<file path="src/rtl/frame_buffer_streamer_pkg.sv">
// Shared definitions for the frame-buffer streamer: command codes and FSM state encoding.
package frame_buffer_streamer_pkg;

  localparam logic [7:0] FBS_NOP     = 8'd0;
  localparam logic [7:0] FBS_READ    = 8'd2;
  localparam logic [7:0] FBS_CAPTURE = 8'd3;
  localparam logic [7:0] FBS_ABORT   = 8'd4;

  typedef enum logic [2:0] {
    ST_IDLE     = 3'd0,
    ST_ARM      = 3'd1,
    ST_CAPTURE  = 3'd2,
    ST_RD_ISSUE = 3'd3,
    ST_RD_WAIT  = 3'd4,
    ST_SEND     = 3'd5
  } fbs_state_t;

endpackage

</file>
<file path="src/rtl/frame_buffer_streamer_packer.sv">
// Packet assembly register: PPP pixel slots, written one slot at a time, cleared to zero
// so that unfilled slots of a short final packet read as 0.
module frame_buffer_streamer_packer #(
  parameter int PIX_W  = 16,
  parameter int PPP    = 16,
  parameter int SLOT_W = 4
) (
  input  logic                   clk,
  input  logic                   reset,
  input  logic                   clr,
  input  logic                   wr_en,
  input  logic [SLOT_W-1:0]      wr_slot,
  input  logic [PIX_W-1:0]       wr_data,
  output logic [PPP*PIX_W-1:0]   pkt_data
);

  always_ff @(posedge clk) begin
    if (reset || clr) begin
      pkt_data <= '0;
    end else if (wr_en) begin
      for (int k = 0; k < PPP; k++) begin
        if (wr_slot == SLOT_W'(k)) pkt_data[k*PIX_W +: PIX_W] <= wr_data;
      end
    end
  end

endmodule

</file>
<file path="src/rtl/frame_buffer_streamer.sv">
// Frame-buffer engine: captures one camera frame into pixel RAM, then streams it back
// as fixed-size packets over a valid/ready interface.
module frame_buffer_streamer
  import frame_buffer_streamer_pkg::*;
#(
  parameter int PIX_W        = 16,
  parameter int ADDR_W       = 17,
  parameter int FRAME_PIXELS = 57600,
  parameter int PKT_BYTES    = 32,
  parameter int RAM_LAT      = 2
) (
  input  logic                   clk,
  input  logic                   reset,
  input  logic                   cmd_valid,
  input  logic [7:0]             cmd,
  output logic                   cap_start,
  input  logic                   cam_new_img,
  input  logic                   cam_valid,
  input  logic [PIX_W-1:0]       cam_data,
  output logic [ADDR_W-1:0]      ram_addr,
  output logic                   ram_we,
  output logic [PIX_W-1:0]       ram_wdata,
  input  logic [PIX_W-1:0]       ram_rdata,
  output logic                   pkt_valid,
  input  logic                   pkt_ready,
  output logic [PKT_BYTES*8-1:0] pkt_data,
  output logic                   busy,
  output logic                   frame_ready,
  output logic                   overflow,
  output logic [ADDR_W:0]        frame_len
);

  localparam int PPP    = PKT_BYTES * 8 / PIX_W;
  localparam int SLOT_W = (PPP > 1) ? $clog2(PPP) : 1;
  localparam int CNT_W  = ADDR_W + 1;
  localparam logic [CNT_W-1:0] FP_C  = CNT_W'(FRAME_PIXELS);
  localparam logic [2:0]       LAT_C = 3'(RAM_LAT);

  fbs_state_t state, state_nxt;

  logic [CNT_W-1:0]  wr_ptr, wr_ptr_nxt, rd_ptr;
  logic [SLOT_W-1:0] slot;
  logic [2:0]        lat_cnt;
  logic [ADDR_W-1:0] wr_addr_p1;
  logic [PIX_W-1:0]  wr_data_p1;

  logic cmd_abort, cmd_read, cmd_capture;
  logic wr_room, pix_wr, cap_done, rd_start, lat_hit, rd_last, last_slot, pkt_accept;

  assign cmd_abort   = cmd_valid && (cmd == FBS_ABORT);
  assign cmd_read    = cmd_valid && (cmd == FBS_READ);
  assign cmd_capture = cmd_valid && (cmd == FBS_CAPTURE);

  assign wr_room    = wr_ptr < FP_C;
  assign pix_wr     = (state == ST_CAPTURE) && cam_valid && wr_room;
  assign wr_ptr_nxt = wr_ptr + CNT_W'(pix_wr);
  // The full-frame exit is taken on the registered pointer, so a pixel arriving right
  // after the last stored one is seen in CAPTURE and flagged as overflow.
  assign cap_done   = (state == ST_CAPTURE) && (cam_new_img || (wr_ptr == FP_C));

  assign rd_start   = (state == ST_IDLE) && cmd_read && frame_ready && (frame_len != '0);
  assign lat_hit    = (state == ST_RD_WAIT) && (lat_cnt == LAT_C);
  assign rd_last    = (rd_ptr + 1'b1) >= frame_len;
  assign last_slot  = slot == SLOT_W'(PPP - 1);
  assign pkt_accept = (state == ST_SEND) && pkt_ready;

  always_ff @(posedge clk) begin
    if (reset) state <= ST_IDLE;
    else       state <= state_nxt;
  end

  always_comb begin
    state_nxt = state;
    busy      = (state != ST_IDLE);
    pkt_valid = (state == ST_SEND);
    if (cmd_abort) begin
      state_nxt = ST_IDLE;
    end else begin
      case (state)
        ST_IDLE: begin
          if (cmd_capture)   state_nxt = ST_ARM;
          else if (rd_start) state_nxt = ST_RD_ISSUE;
        end
        ST_ARM:      if (cam_new_img) state_nxt = ST_CAPTURE;
        ST_CAPTURE:  if (cap_done) state_nxt = ST_IDLE;
        ST_RD_ISSUE: state_nxt = ST_RD_WAIT;
        ST_RD_WAIT: begin
          if (lat_hit) state_nxt = (last_slot || rd_last) ? ST_SEND : ST_RD_ISSUE;
        end
        ST_SEND: begin
          if (pkt_ready) state_nxt = (rd_ptr < frame_len) ? ST_RD_ISSUE : ST_IDLE;
        end
        default: state_nxt = ST_IDLE;
      endcase
    end
  end

  // Capture side: one-cycle write pipeline, frame status flags
  always_ff @(posedge clk) begin
    if (reset) begin
      cap_start   <= 1'b0;
      ram_we      <= 1'b0;
      wr_addr_p1  <= '0;
      wr_ptr      <= '0;
      frame_ready <= 1'b0;
      overflow    <= 1'b0;
      frame_len   <= '0;
    end else begin
      cap_start <= (state == ST_IDLE) && cmd_capture;
      ram_we    <= pix_wr && !cmd_abort;
      if (pix_wr) begin
        wr_addr_p1 <= wr_ptr[ADDR_W-1:0];
        wr_ptr     <= wr_ptr_nxt;
      end
      if ((state == ST_CAPTURE) && cam_valid && !wr_room) overflow <= 1'b1;
      if (cap_done && !cmd_abort) begin
        frame_len   <= wr_ptr_nxt;
        frame_ready <= 1'b1;
      end
      if ((state == ST_IDLE) && cmd_capture) begin
        frame_ready <= 1'b0;
        overflow    <= 1'b0;
        wr_ptr      <= '0;
      end
      if (cmd_abort && ((state == ST_ARM) || (state == ST_CAPTURE))) frame_ready <= 1'b0;
    end
  end

  always_ff @(posedge clk) begin
    if (pix_wr) wr_data_p1 <= cam_data;
  end

  assign ram_wdata = wr_data_p1;
  assign ram_addr  = ((state == ST_RD_ISSUE) || (state == ST_RD_WAIT)) ? rd_ptr[ADDR_W-1:0]
                                                                       : wr_addr_p1;

  // Readout side: pointer, slot and RAM latency counter
  always_ff @(posedge clk) begin
    if (reset) begin
      rd_ptr  <= '0;
      slot    <= '0;
      lat_cnt <= 3'd1;
    end else if (cmd_abort || rd_start) begin
      rd_ptr <= '0;
      slot   <= '0;
    end else begin
      case (state)
        ST_RD_ISSUE: lat_cnt <= 3'd1;
        ST_RD_WAIT: begin
          if (lat_hit) begin
            rd_ptr <= rd_ptr + 1'b1;
            slot   <= slot + 1'b1;
          end else begin
            lat_cnt <= lat_cnt + 1'b1;
          end
        end
        ST_SEND: begin
          if (pkt_ready) begin
            slot <= '0;
            if (rd_ptr >= frame_len) rd_ptr <= '0;
          end
        end
        default: ;
      endcase
    end
  end

  frame_buffer_streamer_packer #(
    .PIX_W  (PIX_W),
    .PPP    (PPP),
    .SLOT_W (SLOT_W)
  ) u_packer (
    .clk      (clk),
    .reset    (reset),
    .clr      (rd_start || cmd_abort || pkt_accept),
    .wr_en    (lat_hit && !cmd_abort),
    .wr_slot  (slot),
    .wr_data  (ram_rdata),
    .pkt_data (pkt_data)
  );

endmodule

</file>
<file path="config.mk">
export PLATFORM = sky130hd
export DESIGN_NAME = frame_buffer_streamer
export DESIGN_NICKNAME = d
export VERILOG_FILES = /design/src/rtl/frame_buffer_streamer_pkg.sv /design/src/rtl/frame_buffer_streamer_packer.sv /design/src/rtl/frame_buffer_streamer.sv
export SDC_FILE = /design/constraint.sdc
export NUM_CORES = 1
export LEC_CHECK = 0
export BUFFER_PORTS_ARGS = -buffer_cell sky130_fd_sc_hd__buf_2
export CAP_MARGIN = 20
export CORE_ASPECT_RATIO = 0.5
export CORE_MARGIN = 2
export CORE_UTILIZATION = 45
export DETAILED_ROUTE_END_ITERATION = 6
export PLACE_DENSITY = 0.69
export SYNTH_ARGS = -nofsm -noshare
export SYNTH_HDL_FRONTEND = slang
export SYNTH_SLANG_ARGS = --single-unit
</file>
<file path="constraint.sdc">
create_clock -name clk -period 7.4 [get_ports clk]
set_input_delay 0.37 -clock clk [delete_from_list [all_inputs] [get_ports clk]]
set_output_delay 0.37 -clock clk [all_outputs]
set_load 0.01 [all_outputs]
</file>
# After elaboration in Yosys (flattened, before gate mapping)
# Cells that the tools add are included.
word_totals:
  word_cells: 144
  regBits: 357
  input_bits: 46
  out_inout_bits: 313
op_classes:
  add_sub_neg: 4
  eq_ne: 32
  muxes: 19
  n_bitwise: 1
  reduce_logical: 56
  n_lt_le_gt_ge: 4
op_table:
  columns: ["operator", "count"]
  rows:
  - ["$mux W18", 3]
  - ["$ge A18 B18 Y1", 2]
  - ["$pmux W18 S2", 1]
  - ["$eq A4 B4 Y1 const B", 8]
  - ["$reduce_and A2 Y1", 16]
  - ["$mux W3", 8]
  - ["$add A18 B1 Y18", 1]
  - ["$add A18 B1 Y18 const B", 1]
  - ["$eq A18 B16 Y1 const B", 1]
  - ["$lt A18 B16 Y1 const B", 1]
  - ["$lt A18 B18 Y1", 1]
  - ["$pmux W3 S6", 1]
  - ["$reduce_bool A18 Y1", 1]
  - ["$logic_and A1 B1 Y1", 17]
  - ["$mux W17", 1]
  - ["$eq A4 B3 Y1 const B", 4]
  - ["$eq A8 B2 Y1 const B", 2]
  - ["$eq A3 B2 Y1 const B", 3]
  - ["$eq A4 B2 Y1 const B", 2]
  - ["$eq A8 B3 Y1 const B", 1]
  - ["$mux W4", 2]
  - ["$ne A2 B2 Y1 const B", 4]
  - ["$pmux W4 S2", 1]
  - ["$logic_or A1 B1 Y1", 7]
  - ["other kinds (20)", 27]

# Logic depth before layout (Yosys ltp)
# Gate-level depths: netlist (run 1).
depth:
  ltp_word: 8
  depth_mapped: 13
  mapped_depth_nobuf: 12

# Hierarchy
# From an unflattened synthesis (run 1), not the netlist that was laid out.
hier_totals:
  cells_unflattened: 1529
  area_unflattened_um2: 14965.6
modules_own_cells:
  columns: ["module", "cells_per_inst", "seq_area_each_um2", "area_each_um2", "n_inst"]
  rows:
  - ["frame_buffer_streamer_packer", 878, 5124.9, 9337.7, 1]
  - ["frame_buffer_streamer", 651, 2182.1, 5627.9, 1]

# Worst setup path after synthesis (run 1)
# No wires, ideal clock.
synth_timing:
  kind: "register to register"
  from: "reg wr_ptr[10]"
  to: "reg frame_len[14]"
  setup_slack_ns: 3.686
  setup_ns: 0.086
  n_path_buf: 2
  synth_period_minus_slack_ns: 3.714
  path_stages_with_launch: 14
  arrival_ns: 3.629
  t_required_ns: 7.314
  cell_sequence: "dfxtp_1 > clkbuf_1 > or4_1 > o21ai_0 > nand4_1 > inv_2 > buf_1 > ha_1 > ha_1 > nand2_1 > nor3_1 > nand3_1 > xor2_1 > a211oi_1"
synth_via:
  elab_cells_between_ends: 7
  classes_between: "1 x add/sub; 1 x order compare; 1 x eq/ne; 4 x reduce/logical"
synth_rtl:
  columns: ["element", "line_no", "rtl"]
  rows:
  - ["from (decl)", "frame_buffer_streamer.sv:41", "logic [CNT_W-1:0] wr_ptr, wr_ptr_nxt, rd_ptr;"]
  - ["from (signal assigned)", "frame_buffer_streamer.sv:113", "wr_ptr <= wr_ptr_nxt;"]
  - ["$lt A18 B16 Y1", "frame_buffer_streamer.sv:54", "assign wr_room = wr_ptr < FP_C;"]
  - ["$logic_and A1 B1 Y1", "frame_buffer_streamer.sv:55", "assign pix_wr = (state == ST_CAPTURE) && cam_valid && wr_room;"]
  - ["via pix_wr", "frame_buffer_streamer.sv:48", "logic wr_room, pix_wr, cap_done, rd_start, lat_hit, rd_last, last_slot, pkt_accept;"]
  - ["$add A18 B1 Y18", "frame_buffer_streamer.sv:56", "assign wr_ptr_nxt = wr_ptr + CNT_W'(pix_wr);"]
  - ["to (signal assigned)", "frame_buffer_streamer.sv:117", "frame_len <= wr_ptr_nxt;"]
  - ["to (decl)", "frame_buffer_streamer.sv:30", "output logic [ADDR_W:0] frame_len"]
# The timed path passes the listed nets, and every way through them passes these cells.
# A chain may end at the register's enable or synchronous reset.

# Worst setup path in the final report (run 1)
layout_timing:
  from: "reg state[2]"
  to: "reg u_packer.pkt_data[220]"
layout_via:
  elab_chain_len: 7
  elab_cells_between_ends: 13
  classes_between: "2 x eq/ne; 11 x reduce/logical"
layout_lines:
  columns: ["element", "line_no", "rtl"]
  rows:
  - ["from (decl)", "frame_buffer_streamer.sv:39", "fbs_state_t state, state_nxt;"]
  - ["from (signal assigned)", "frame_buffer_streamer.sv:69", "else state <= state_nxt;"]
  - ["$logic_not A3 Y1", "frame_buffer_streamer.sv:61", "assign rd_start = (state == ST_IDLE) && cmd_read && frame_ready && (frame_len != '0);"]
  - ["$logic_and A1 B1 Y1 (3 in a row)", "frame_buffer_streamer.sv:61", null]
  - ["$logic_or A1 B1 Y1 (2 in a row)", "frame_buffer_streamer.sv:175", ".clr (rd_start || cmd_abort || pkt_accept),"]
  - ["$logic_or A1 B1 Y1", "frame_buffer_streamer_packer.sv:18", "if (reset || clr) begin"]
  - ["to (signal, indexed assignment)", "frame_buffer_streamer_packer.sv:22", "if (wr_slot == SLOT_W'(k)) pkt_data[k*PIX_W +: PIX_W] <= wr_data;"]
  - ["to (decl)", "frame_buffer_streamer_packer.sv:14", "output logic [PPP*PIX_W-1:0] pkt_data"]
# Parallel ways exist; a longest one is shown, timed or not.

==> out/results.tsv, run 1 <==
metric	value	unit
wire_per_inst	19.16	um
timing.final.hold_violations	0	
io_pins	359	
hold_buffers	0	
avgSynthCellArea	8.623	um^2
path_clk_slew	70	ps
start_kind	register	
rows	47	
postCtsSetupRepairBufs	0	
powerDensity	225.9	mW/mm^2
die_h	134.3	um
cap_violations	0	
ys_seq_elements	357	
drc_errors	11	
syn_nets	1863	
grt_pass1_wl	71.31	mm
die_area	0.03553	mm^2
hold_class	in -> reg	
numCtsBuffers	34	
grt_usage	25.56	%
die_w	264.6	um
dr.pass1.iters	7	
vias	13590	
violations	DRC	
clk_latency	540	ps
max_freq	278.1	MHz
ant_nets	0	
synth_seq_area_share	47.82	%
cp_data_arrival_time	3980	ps
finClkSkew	26.05	ps
grt.overflow.total	0	
viasPerCell	5.489	
diodes	0	
htree_levels	2	
final_nets	2102	
final_cell_mix	buf_2, dfxtp_1, nand2_1, a21oi_1, nand3_1	
drive_above_1_share	23.80	%
dp_hpwl	30.66	mm
ys.flop_type	dfxtp_1	
required	7790	ps
ys_warn_count	0	
cts-root-buf	clkbuf_16	
place.gp.congestion	0.8776	
synthArstFlopShare	0	%
syn_area	0.01528	mm^2
maxSlewHeadroom	26.12	%
core_area	0.03323	mm^2
drt-total-wl	47.42	mm
cts_resized	0	
synth_cells	1772	
port-buffer-count	358	
final_common_cell	buf_2	
antenna_found_initial	0	
rsz0062_at_grt	no	
dpl_cell_area	0.01681	mm^2
synth_cell_types	58	
grt_pass1_vias	12040	
period_share	48.60	%
final_cell_area	0.01787	mm^2
setup_violations	0	
critPathKind	reg -> reg	
ir_drop	0.1925	mV
p_leak	7.666	nW
drt_iter0_markers	1274	
critPathMaxFanout	52	
syn_to_final_growth	16.95	%
finalMaxSlewViolations	0	
worst_slew_pin_slew	1108	ps
status	finished, violations left	
start_util	45.99	%
grt_max_degree	136	
cts_tree	built	
clockBufferDepth	3	
worst_setup_path_end_kind	register	
setup_tns	0	ps
fin_crit	3596	ps
synth_edf_count	16	
clkSinkCount	357	
-- through the flow --
stage	util (%)	setup slack (ps)	hold WS (ps)	std cells	total power [mW]
floorplan	-	3686	433.8	1772	2.248
global placement	50.59	3692	438.4	2416	2.367
detailed placement	50.59	3684	443.0	2416	2.366
CTS	53.78	3890	1.399	2475	4.070
global route	53.78	3558	3.172	2475	4.181
finish	53.78	3804	18.46	2475	4.037
-- area by class of cell --
type	instances	area (um^2)
Tap cell	441	551.8
Timing Repair Buffer	367	1859
Fill cell	3140	15360
Inverter	34	127.6
Clock inverter	14	127.6
Sequential cell	357	7307
Clock buffer	45	933.4
Multi-Input combinational cell	1217	6963
-- worst max-delay path, cell delays in order (launching register included) --
cell     delay (ps)
dfxtp_1         530
nor3b_1         510
and2_1          830
and3_4          780
nand3_4         410
mux2i_1         280
nor2_1           60
-- cells by family (layout without fill, tap and decap cells) --
kind of cell	count (synthesis)	in the layout	share of synthesized area [%]
buffers and inverters	198	460	6.813
XOR/XNOR	44	44	2.522
flip-flops	357	357	47.82
adder cells (fa/ha/maj)	45	45	3.685
AO/OA/AOI/OAI	328	328	11.73
multiplexers	84	84	5.642
AND/OR/NAND/NOR	716	716	21.78
-- worst paths after layout --
kind / slack (ps) / endpoint / from / cells after the start
max: 3800 / u_packer.pkt_data[220] / state[2] / 6
min: 20 / ram_wdata[6] / cam_data[6] / 1
max reg2reg: 3800 / u_packer.pkt_data[220] / state[2] / 6
min reg2reg: 450 / u_packer.pkt_data[140] / u_packer.pkt_data[140] / 2
-- power by group --
group / total (mW) / internal (mW) / switching, mW
combinational: 0.346 / 0.102 / 0.243
clock: 1.71 / 0.936 / 0.775
sequential: 1.98 / 1.96 / 0.0230
total: 4.04 / 3.00 / 1.04
-- registers in the layout (all words and copies together) (netlist names) --
| signal | flops |
|---|---|
| wr_ptr | 18 |
| cap_start | 1 |
| overflow | 1 |
| wr_addr_p1 | 17 |
| ram_we | 1 |
| state | 3 |
| frame_ready | 1 |
| lat_cnt | 3 |
| slot | 4 |
| u_packer.pkt_data | 256 |
| rd_ptr | 18 |
| ram_wdata | 16 |
| frame_len | 18 |
-- synth_stat cells, types with 13 or more instances --
cell type	number	area share (%)
xor2_1	20	1.1
nor2_2	17	0.70
mux2i_1	67	4.4
buf_2	30	0.98
clkbuf_1	62	1.5
nor2_1	110	2.7
nand4_1	17	0.70
edfxtp_1	16	3.1
buf_4	36	1.8
nand3_1	217	7.1
inv_1	33	0.81
o21ai_0	24	0.79
nand2_1	275	6.8
nor3_1	13	0.43
mux2_2	17	1.3
dfxtp_1	341	45
a211oi_1	20	0.98
xnor2_1	24	1.4
buf_1	24	0.59
a21oi_1	248	8.1
ha_1	45	3.7
-- layer usage --
layer	share of wire, %	track usage (%)	vias to the layer above	wire length, um
li1	-	-	6519	-
met1	42	33.01	6475	19890
met2	49	43.74	494	23130
met3	6.4	4.571	98	3023
met4	2.9	7.891	0	1370
met5	0	0	-	0
(Power assumes the default switching activity.)
==> inputs of run 2 (changes only) <==
Clock period 7.4 ns to 3.64 ns, I/O delays scaled along.
==> run 2 against run 1 <==
The run still ends with DRC left. Clock power rose by 130%. Non-clock buffer count grew 35. Clock skew decreased by 4.6 ps. Setup slack lost 3300 ps. Power increased by 110%. Sequential share of layout area is 1.1 points lower. Global-route usage increased by 0.47 points. Die area did not move. Critical path type unchanged. Largest cell class unchanged. Highest routed layer is now met5.
==> out/results.tsv, run 2 (synthesis gave the netlist of run 1 again) <==
metric	value	unit
place.gp.congestion	0.9079	
p_int	6.507	mW
max_freq	319.1	MHz
numCtsBuffers	34	
dp_hpwl	31.75	mm
min_to	lat_cnt[0]	
cts-root-buf	clkbuf_16	
core_area	0.03323	mm^2
critPathKind	reg -> reg	
powerDensity	471.0	mW/mm^2
whs_path_depth	3	
cts_tree	built	
cap_violations	0	
p_clk_share	45.0	%
clockBufferDepth	3	
rsz0062_at_grt	no	
rr_worst_depth	11	
grt_usage	26.02	%
setup_violations	0	
vias	13850	
ir_drop	0.4150	mV
maxSlewHeadroom	29.78	%
drive_above_1_share	24.50	%
seq_power_share	46.6	%
p_total	8.647	mW
start_util	45.99	%
grt.overflow.total	0	
finalMaxSlewViolations	0	
hold_class	in -> reg	
start_kind	register	
pwr-share-comb	8.4	%
timing.final.hold_violations	0	
drt_iter0_markers	1229	
largest_reg_flops	256	
finClkSkew	21.49	ps
fin_crit	3133	ps
final_common_cell	buf_2	
diodes	0	
drt-total-wl	48.65	mm
reg2reg_to	frame_len[17]	
period_share	86.09	%
io_pins	359	
grt_pass1_vias	12490	
status	finished, violations left	
p_switching	2.140	mW
clk_latency	530	ps
cts_resized	0	
dpl_cell_area	0.01697	mm^2
reg2reg_slack	510	ps
clkSinkCount	357	
grt_max_degree	57	
wire_per_inst	19.38	um
rows	47	
swShare	24.75	%
die_h	134.3	um
syn_to_final_growth	20.14	%
viasPerCell	5.516	
r2r-start	wr_ptr[9]	
worst_setup_path_end_kind	register	
regMostFlops	u_packer.pkt_data	
required	4080	ps
drc_errors	4	
final_nets	2137	
final_cell_mix	buf_2, dfxtp_1, nand2_1, a21oi_1, nand3_1	
ant_nets	0	
die_area	0.03553	mm^2
cp_data_arrival_time	3580	ps
p_leak	7.919	nW
min-delay-start	reset	
dr.pass1.iters	7	
path_clk_slew	60	ps
final_cell_area	0.01836	mm^2
htree_levels	2	
critPathMaxFanout	9	
setup_tns	0	ps
antenna_found_initial	1	
grt_pass1_wl	72.84	mm
violations	DRC	
port-buffer-count	358	
die_w	264.6	um
worst_slew_pin_slew	1053	ps
## run 2: changes by cell type in the layout (fill, tap and decap cells not counted), moves of 3 or more
cell,delta
dlygate4sd3_1,+18
buf_4,+14
bufinv_16,+5
clkbuf_1,-4
buf_12,+3
clkbuf_8,+3
## run 2: area by class of cell
type                            instances  area [um^2]
Multi-Input combinational cell       1217         6963
Inverter                               34        127.6
Clock buffer                           44        959.7
Clock inverter                         15        242.7
Fill cell                            3033        14870
Timing Repair Buffer                  402         2205
Tap cell                              441        551.8
Sequential cell                       357         7307
## run 2: critical path, stage by stage, from the launching register on
cell	delay (ps)
dfxtp_1	380
or4_1	600
o21ai_0	260
nand4_1	170
inv_2	90
ha_1	170
and3_1	230
nand4_1	270
nor2_1	400
nand3_1	150
xnor2_1	140
a211oi_1	200
## run 2: per-stage QoR
step                      hold slack (ps)  setup slack, ps  std cells  utilization, %
after global placement              358.2            615.0       2433           51.09
after global routing                35.95            294.4       2510           55.25
final                               33.99            506.5       2510           55.25
after floorplan                     280.9            198.3       1772               -
after detailed placement            360.1            536.8       2433           51.09
after CTS                           23.02            496.6       2510           55.25
## run 2: how the worst max path moves through the flow
stage                from       endpoint  slack [ps]  cells after the start
5_1_grt         wr_ptr[9]  frame_len[17]         290                     11
2_1_floorplan  wr_ptr[10]  frame_len[14]         200                     13
4_1_cts         wr_ptr[9]  frame_len[17]         500                     11
3_5_place_dp    wr_ptr[9]  frame_len[17]         540                     11
3_3_place_gp    wr_ptr[9]  frame_len[17]         610                     11
6_report        wr_ptr[9]  frame_len[17]         510                     11
## run 2: layer usage
layer  routed length, um  global-route usage, %  vias up  share of wire, %
li1                    -                      -     6604                 -
met1               20320                  33.25     6614                42
met2               23110                  43.65      487                48
met3                3222                  5.196      139               6.6
met4                1983                  10.01        2               4.1
met5                   9                      0        -             0.019
## run 2: repair_timing
action,4_1_cts,5_1_grt
endpoints found under the hold margin,18,0
setup buffers,0,0
hold buffers,18,0
## run 2: power by group through the flow
stage                     registers (mW)  logic, mW  clock network (mW)
after CTS                           4.03      0.722                3.95
after global routing                4.03      0.786                4.10
after global placement              4.11      0.701                   0
final                               4.03      0.730                3.89
after floorplan                     4.11      0.464                   0
after detailed placement            4.11      0.705                   0
==> inputs of run 3 (changes only) <==
--- a/config.mk
+++ b/config.mk
@@ -12,5 +12,5 @@
 export CORE_UTILIZATION = 45
 export DETAILED_ROUTE_END_ITERATION = 6
-export PLACE_DENSITY = 0.69
+export PLACE_DENSITY = 0.73
 export SYNTH_ARGS = -nofsm -noshare
 export SYNTH_HDL_FRONTEND = slang
==> constraint.sdc (replaced) <==
create_clock -name clk -period 2.5 [get_ports clk]
set_input_delay 0.125 -clock clk [delete_from_list [all_inputs] [get_ports clk]]
set_output_delay 0.125 -clock clk [all_outputs]
set_load 0.05 [all_outputs]
==> run 3 against run 2 <==
The run ends with setup timing left. Critical path depth rose by 1. Cell count is 5.3% higher. Non-clock buffer count up 130. Register-to-register slack got worse by 560 ps. Clock power increased by 41%. Routed wire length grew 3.6%. Global-route usage grew 0.98 points. Sequential power grew 45%. Critical path type unchanged. Largest cell class unchanged.
==> out/results.tsv, run 3 (synthesis gave the netlist of run 1 again) <==
metric	value	unit
drc_errors	0	
path_clk_slew	70	ps
start_kind	register	
reg2reg_to	frame_len[16]	
drive_above_1_share	31.29	%
rr_worst_depth	12	
powerDensity	653.2	mW/mm^2
cts-root-buf	clkbuf_16	
start_util	45.99	%
final_nets	2268	
place.gp.congestion	0.8713	
setup_violations	7	
grt_max_degree	44	
port-buffer-count	358	
final_cell_area	0.01976	mm^2
die_area	0.03553	mm^2
rows	47	
critPathMaxFanout	3	
die_h	134.3	um
rsz0062_at_grt	yes	
finClkSkew	30.32	ps
fin_crit	2558	ps
timing.final.hold_violations	0	
drt-total-wl	50.42	mm
fill_cells	2936	
grt.overflow.total	0	
cap_violations	0	
worst_slew_pin_slew	645.6	ps
htree_levels	2	
cp_data_arrival_time	2990	ps
largest_reg_flops	256	
dp_hpwl	33.67	mm
reg2reg_slack	-60	ps
max_freq	391.0	MHz
regMostFlops	u_packer.pkt_data	
clk_latency	540	ps
p_leak	8.658	nW
multiInputGateArea	0.007282	mm^2
wire_per_inst	19.08	um
grt_pass1_vias	13240	
ir_drop	0.6234	mV
final_cell_mix	buf_2, dfxtp_1, nand2_1, a21oi_1, nand3_1	
cts_tree	built	
drt_iter0_markers	1327	
regArea	0.007318	mm^2
clockBufferDepth	3	
period_share	102.3	%
final_common_cell	buf_2	
io_pins	359	
worst_slack	-57.82	ps
antenna_found_initial	0	
critPathKind	reg -> reg	
whs_path_depth	3	
min_to	u_packer.pkt_data[191]	
grt_usage	27.01	%
numCtsBuffers	35	
dr.pass1.iters	5	
setup_tns	-176.0	ps
maxSlewHeadroom	56.96	%
viasPerCell	5.486	
syn_to_final_growth	29.32	%
die_w	264.6	um
ant_nets	0	
core_area	0.03323	mm^2
diodes	0	
status	finished, violations left	
grt_pass1_wl	75.44	mm
p_total	12.91	mW
vias	14500	
hold_class	in -> reg	
min-delay-start	ram_rdata[15]	
worst_setup_path_end_kind	register	
required	2940	ps
r2r-start	wr_ptr[12]	
finalMaxSlewViolations	0	
dpl_cell_area	0.01785	mm^2
clkSinkCount	357	
violations	setup timing	
run 3: layout make-up:
| type | instances | share of cell area [%] |
|---|---|---|
| inverter | 34 | 0.6459 |
| tap | 441 | 2.793 |
| clock buffer | 52 | 5.218 |
| clock inverter | 10 | 0.7535 |
| multi-input combinational | 1217 | 36.85 |
| sequential | 357 | 37.04 |
| timing repair buffer | 532 | 16.70 |
run 3: worst max-delay path: stages (launching register included):
cell	delay, ps
dfxtp_1	310
or4_4	560
o21ai_4	150
nand4_1	130
inv_2	110
ha_4	140
ha_2	180
nand2_2	90
nor2_2	140
buf_4	150
nand3_2	90
xnor2_2	160
a211oi_2	270
run 3: what timing repair did:
action,CTS,global route
cloned,1,0
endpoints found under the setup margin,23,178
pin swaps,20,29
hold buffers,19,0
resized for setup,44,37
endpoints found under the hold margin,19,0
buffers inserted,15,12
run 3: layer usage:
layer	routed length (um)	vias to the layer above	global-route usage, %	part of all wire (%)
met5	0	-	0	0
met3	3186	139	4.388	6.3
met2	24400	569	45.96	48
met1	20510	6923	33.91	41
met4	2321	0	12.34	4.6
li1	-	6869	-	-
run 3: worst max-delay path by stage:
stage                          start       endpoint  slack [ps]  depth (start not counted)
after floorplan           wr_ptr[10]  frame_len[17]        -350                         13
after global placement    wr_ptr[10]  frame_len[17]        -300                         11
after detailed placement  wr_ptr[10]  frame_len[17]        -360                         11
after CTS                 wr_ptr[12]  frame_len[17]         -70                         11
after global routing      wr_ptr[12]  frame_len[16]        -190                         12
final                     wr_ptr[12]  frame_len[16]         -60                         12
run 3: through the flow:
stage / cells / setup WS (ps) / utilization, % / hold slack [ps]
finish: 2643 / -57.82 / 59.47 / 69.66
detailed placement: 2536 / -364.7 / 53.73 / 303.1
global placement: 2536 / -303.3 / 53.73 / 301.0
CTS: 2633 / -67.02 / 58.73 / 20.59
floorplan: 1772 / -347.0 / - / 223.9
global route: 2643 / -185.7 / 59.47 / 62.84
run 3: power by group:
part / leakage [nW] / internal, mW / total [mW] / switching (mW)
sequential: 2.89 / 5.79 / 5.83 / 0.0396
clock: 0.572 / 3.19 / 5.49 / 2.30
combinational: 5.19 / 0.554 / 1.59 / 1.03
total: 8.66 / 9.53 / 12.9 / 3.37
